<file path="config.mk">
export PLATFORM = sky130hd
export DESIGN_NAME = sensor_conditioner
export DESIGN_NICKNAME = d
export VERILOG_FILES = /design/src/rtl/sensor_conditioner.sv
export SDC_FILE = /design/constraint.sdc
export NUM_CORES = 1
export LEC_CHECK = 0
export CAP_MARGIN = 15
export CORE_MARGIN = 2
export CORE_UTILIZATION = 45
export DETAILED_ROUTE_END_ITERATION = 10
export PLACE_DENSITY = 0.73
export REMOVE_ABC_BUFFERS = 1
export SETUP_SLACK_MARGIN = 0.02
export SYNTH_ARGS = -nofsm -noshare
export SYNTH_HDL_FRONTEND = slang
export SYNTH_SLANG_ARGS = --single-unit
</file>
<file path="constraint.sdc">
create_clock -name clk -period 2.92 [get_ports clk]
set_input_delay 0.73 -clock clk [delete_from_list [all_inputs] [get_ports clk]]
set_output_delay 0.73 -clock clk [all_outputs]
set_load 0.01 [all_outputs]
</file>
<file path="src/rtl/sensor_conditioner.sv">
// Synchronizes and debounces the outer/inner photo-sensor levels; clean level changes STABLE_CYCLES+2 edges
// after raw first sampled. Edge pulses and a saturating glitch count are registered; no backpressure.
module sensor_conditioner #(
  parameter int STABLE_CYCLES = 500000,
  localparam int CNT_W = $clog2(STABLE_CYCLES + 1)
) (
  input  logic       clk,
  input  logic       reset,
  input  logic       outer_raw,
  input  logic       inner_raw,
  output logic       outer,
  output logic       inner,
  output logic       outer_rise,
  output logic       outer_fall,
  output logic       inner_rise,
  output logic       inner_fall,
  output logic [7:0] glitch_cnt
);

  localparam logic [CNT_W-1:0] CNT_LAST = CNT_W'(STABLE_CYCLES - 1);

  logic [1:0] raw_vec;
  logic [1:0] clean_vec;
  logic [1:0] rise_vec;
  logic [1:0] fall_vec;
  logic [1:0] glitch_evt;

  assign raw_vec = {inner_raw, outer_raw};

  for (genvar g = 0; g < 2; g++) begin : ch_g
    logic             ff1_q;
    logic             sync_q;
    logic             clean_q;
    logic             rise_q;
    logic             fall_q;
    logic [CNT_W-1:0] cnt_q;

    // A return to the clean level with a run in progress is a rejected excursion.
    assign glitch_evt[g] = (sync_q == clean_q) && (cnt_q != '0);

    always_ff @(posedge clk or posedge reset) begin
      if (reset) begin
        ff1_q   <= 1'b0;
        sync_q  <= 1'b0;
        clean_q <= 1'b0;
        rise_q  <= 1'b0;
        fall_q  <= 1'b0;
        cnt_q   <= '0;
      end else begin
        ff1_q  <= raw_vec[g];
        sync_q <= ff1_q;
        rise_q <= 1'b0;
        fall_q <= 1'b0;
        if (sync_q == clean_q) begin
          cnt_q <= '0;
        end else if (cnt_q == CNT_LAST) begin
          clean_q <= sync_q;
          cnt_q   <= '0;
          rise_q  <= sync_q;
          fall_q  <= ~sync_q;
        end else begin
          cnt_q <= cnt_q + CNT_W'(1);
        end
      end
    end

    assign clean_vec[g] = clean_q;
    assign rise_vec[g]  = rise_q;
    assign fall_vec[g]  = fall_q;
  end

  logic [8:0] glitch_sum;

  assign glitch_sum = {1'b0, glitch_cnt} + {8'd0, glitch_evt[0]} + {8'd0, glitch_evt[1]};

  always_ff @(posedge clk or posedge reset) begin
    if (reset) begin
      glitch_cnt <= 8'd0;
    end else if (glitch_sum[8]) begin
      glitch_cnt <= 8'hFF;
    end else begin
      glitch_cnt <= glitch_sum[7:0];
    end
  end

  assign outer      = clean_vec[0];
  assign inner      = clean_vec[1];
  assign outer_rise = rise_vec[0];
  assign outer_fall = fall_vec[0];
  assign inner_rise = rise_vec[1];
  assign inner_fall = fall_vec[1];

endmodule

</file>
# == Yosys cells after proc, flatten, opt, wreduce, memory -nomap -nowiden ==
# Cells that the tools add are included.
# totals
in_bits,4
ff_bits,56
out_inout_bits,14
word_cells,44
# op_classes
add_sub_neg,4
bitwise_logic,4
muxes,13
eq_ne,4
reduce_logical,6
# ops
operator,n
19-bit two-way mux,4
"19-bit by 1-bit adder with 19-bit output, second input constant",2
"19-bit equality test, second input constant",2
19-bit nonzero test,2
8-bit by 1-bit adder with 9-bit output,1
9-bit by 1-bit adder with 9-bit output,1
1-bit two-way mux,8
8-bit two-way mux,1
1-bit inverter,4
2-bit AND reduction,2
1-bit equality test,2
1-bit logical AND,2

# == Logic depth before layout (Yosys ltp) ==
# logic_depth
depth_word,5
depth_mapped,11
depth_no_buf,11

# == Least setup slack after synthesis ==
# No wires, ideal clock.
# synth_path
path_kind,reg2reg
from,reg ch_g[1].clean_q (netlist: inner)
to,reg glitch_cnt[7]
setup_ns,0.128
path_slack_ns,0.833
arrival_ns,1.959
n_path_buf,0
period_less_slack_ns,2.087
t_required_ns,2.792
path_stages_with_launch,8
path_cell_list,dfrtp_1 > xor2_1 > o21bai_1 > fa_1 > nand3b_1 > nor2_1 > nand3_1 > mux2_1
# synth_via
elab_chain_cells,4
# synth_rtl
item,line,source
"start, declared",33,logic clean_q;
"start signal, assigned",57,clean_q <= sync_q;
1-bit equality test,39,assign glitch_evt[g] = (sync_q == clean_q) && (cnt_q != '0);
1-bit logical AND,39,
9-bit by 1-bit adder with 9-bit output,74,"assign glitch_sum = {1'b0, glitch_cnt} + {8'd0, glitch_evt[0]} + {8'd0, glitch_evt[1]};"
8-bit two-way mux,79,end else if (glitch_sum[8]) begin
"end signal, assigned",82,glitch_cnt <= glitch_sum[7:0];
"end, declared",17,output logic [7:0] glitch_cnt
# Every way passes these cells.
# A chain may end at the register's enable or synchronous reset.

# == Worst setup path in the final report ==
# layout_path
from,reg ch_g[1].cnt_q[7]
to,reg glitch_cnt[5]
# layout_via
elab_chain_cells,4
# layout_rtl
item,line,source
"start, declared",36,logic [CNT_W-1:0] cnt_q;
"start signal, assigned",62,cnt_q <= cnt_q + CNT_W'(1);
19-bit nonzero test,39,
1-bit logical AND,39,
9-bit by 1-bit adder with 9-bit output,74,
8-bit two-way mux,79,
# Every way passes these cells.

==> impl_metrics.py <==
metrics = {
    "route": {
        "drt.antenna.violating_nets": 0,
        "drc": 0,
        "drt-met1-wl_microns": 2524,
        "highest_layer": "met4",
        "dr_wl_met2_microns": 2313,
        "viasPerCell": 5.418,
        "dr.pass1.iters": 4,
        "wl_microns": 5153,
        "num_vias": 1994,
        "dr_wl_met3_microns": 246,
        "dr.first_iter.drc_count": 114,
        "wl_per_cell_microns": 14.00,
    },
    "layout": {
        "areaGrowthSynthToFinish_pct": 11.32,
        "fin_nets": 303,
        "n_fill_cell": 528,
        "antenna_cells": 0,
        "design_area_sq_um": 3137,
        "drive_gt1_share_pct": 7.509,
    },
    "global_routing": {
        "antenna_found_initial": 0,
        "gr-usage-all-layers_pct": 16.12,
        "grt_overflow": 0,
        "grt_pass1_vias": 1977,
        "grt_pass1_wl_microns": 9211,
        "grt_start_max_net_pins": 22,
    },
    "cts": {
        "cts_resized": 0,
        "clk_pin_slew_ns": 0.10,
        "cts_setup_buffers": 0,
        "clock_latency_ns": 0.31,
        "ctsHoldBuffers": 0,
        "cts_inserted_buffers": 5,
        "clk_root_buffer_cell": "clkbuf_8",
        "clk_path_buf_depth": 2,
        "cts_htree_levels": 2,
        "cts_tree": "yes",
        "clock_sinks": 56,
    },
    "yosys": {
        "syn_area_sq_um": 2818,
        "yosys_register_bits": 56,
        "synth_top_area_share_pct": 49.73,
        "synth-async-reset-ratio_pct": 100.0,
        "synth_top_area_cell": "dfrtp_1",
        "synth.area.top_cells": "dfrtp_1 (50%), xnor2_1 (7.1%), nor2_1 (5.5%)",
        "synth_edf_count": 0,
        "netlist_top_cells_count": "dfrtp_1 (56), nor2_1 (41), xnor2_1 (23)",
        "avgSynthCellArea_sq_um": 10.28,
        "synth_cell_types": 42,
        "ys.flop_type": "dfrtp_1",
        "seq_area_frac_synth_pct": 49.73,
        "synth_warnings": 0,
        "synth.most_common_cell": "dfrtp_1",
        "synthCells": 274,
    },
    "critical_path": {
        "critPathArrivalTime_ns": 2.44,
        "reg2regPathDepth": 10,
        "crit_type": "register to register",
        "startpoint_type": "register",
        "critPathMaxFanout": 6,
        "endpoint_kind": "register",
        "required_ns": 3.11,
        "r2r_setup_slack_ns": 0.67,
    },
    "floorplanning": {
        "fp.dieArea_sq_um": 6911,
        "rows": 28,
        "pin_count": 18,
        "die_y_microns": 83.13,
        "coreArea_sq_um": 5991,
        "die_w_microns": 83.13,
        "initial_core_util_pct": 47.03,
    },
    "timing": {
        "rsz0062_at_grt": "no",
        "timing.fmax_mhz": 444.3,
        "fin_crit_ns": 2.251,
        "slew_violations": 0,
        "holdWs_ns": 0.3600,
        "clock_skew_ns": 0.01240,
        "tightest_slew_ns": 0.5135,
        "fin_crit_sh_pct": 77.07,
        "setup_viol": 0,
        "hold_violations": 0,
        "setup-tns-final_ns": 0,
        "max_slew_margin_pct": 65.65,
    },
    "power_and_ir_drop": {
        "p_leak_nw": 1.291,
        "total_power_mw": 1.561,
        "p_per_area_nw_per_um2": 497.8,
        "ir_drop_uv": 390.8,
    },
    "place": {
        "placed_cell_area_sq_um": 3055,
        "hpwl_microns": 3741,
        "numPortBuffers": 17,
        "routabilityCongestion": 0.8429,
    },
    "worst_hold_path": {
        "worstHoldPathCells": 0,
        "min_path_type": "register to register",
    },
    "run": {
        "cap_violations": 0,
    },
    "run_status": {
        "status": "complete, no violations",
    },
}
[sequential cells by signal, summed over array words and instances (netlist names)]
register     count
outer_fall       1
inner            1
inner_fall       1
outer            1
ch_g.ff1_q       2
ch_g.cnt_q      38
inner_rise       1
outer_rise       1
ch_g.sync_q      2
glitch_cnt       8
[stage by stage]
stage / instances / setup WS, ns / util [%]
2_1_floorplan: 264 / 0.8187 / -
3_5_place_dp: 361 / 0.6665 / 51.00
4_1_cts: 368 / 0.6546 / 52.36
3_3_place_gp: 361 / 0.6987 / 51.00
6_report: 368 / 0.6695 / 52.36
5_1_grt: 368 / 0.4770 / 52.36
[cell usage in the layout (no fill, tap or decap), types with 2 or more instances in the layout]
cell type,synthesis,final
clkbuf_8,0,5
a21oi_1,5,5
nor3b_1,5,5
nand2_1,17,17
nand3_1,20,20
xor2_1,11,11
nor4_1,14,14
xnor2_1,23,23
mux2i_1,2,2
dfrtp_1,56,56
nand4b_1,2,2
nor3_1,6,6
mux2_1,2,2
clkdlybuf4s50_1,0,17
and3_1,4,4
o21ai_0,2,2
nand4_1,13,13
or4_4,2,2
nor4_2,2,2
buf_4,1,5
o41ai_4,2,2
nor2_1,41,41
or3_1,2,2
inv_1,11,10
o21bai_1,2,2
ha_1,5,5
[cells by family after synthesis]
group                    share of synthesized area [%]
AND/OR/NAND/NOR                                  26.51
multiplexers                                     2.042
AO/OA/AOI/OAI                                    4.485
XOR/XNOR                                         10.57
buffers and inverters                            3.730
flip-flops                                       49.73
adder cells (fa/ha/maj)                          2.931
[worst max-delay path: stages, from the launching register on]
cell	delay, ns
dfrtp_1	0.45
nor4_1	0.31
nand2_1	0.18
o21bai_1	0.26
fa_1	0.23
inv_1	0.05
ha_1	0.21
nand2_1	0.09
nor2_1	0.07
nand3_1	0.18
o21ai_1	0.10
[cell type report]
class                      count  area, sq um  area share (%)
timing repair buffer          22        207.7           6.621
multi-input combinational    197         1311           41.80
tap                           75        93.84           2.992
clock inverter                 2        12.51          0.3989
sequential                    56         1401           44.67
inverter                      11        41.29           1.316
clock buffer                   5        68.82           2.194
[routing by layer]
| layer | vias up | track usage [%] |
|---|---|---|
| met5 | - | 0 |
| met4 | 0 | 4.322 |
| met3 | 7 | 4.076 |
| met2 | 35 | 24.56 |
| met1 | 957 | 22.98 |
| li1 | 995 | - |
[where the power goes]
group	internal (mW)	switching [mW]	leakage [nW]
logic	0.143	0.123	0.495
registers	0.829	0.0635	0.757
clock network	0.163	0.240	0.0400
total	1.14	0.426	1.29
[final timing paths]
check	start	end
max in group asynchronous	reset	ch_g[0].cnt_q[8]
min in group asynchronous	reset	ch_g[0].ff1_q
worst min-delay path	ch_g[0].ff1_q	ch_g[0].sync_q
worst max-delay path	ch_g[1].cnt_q[7]	glitch_cnt[5]
worst max register to register	ch_g[1].cnt_q[7]	glitch_cnt[5]
worst min register to register	ch_g[0].ff1_q	ch_g[0].sync_q
No activity file was read; power rests on OpenSTA's default activity.
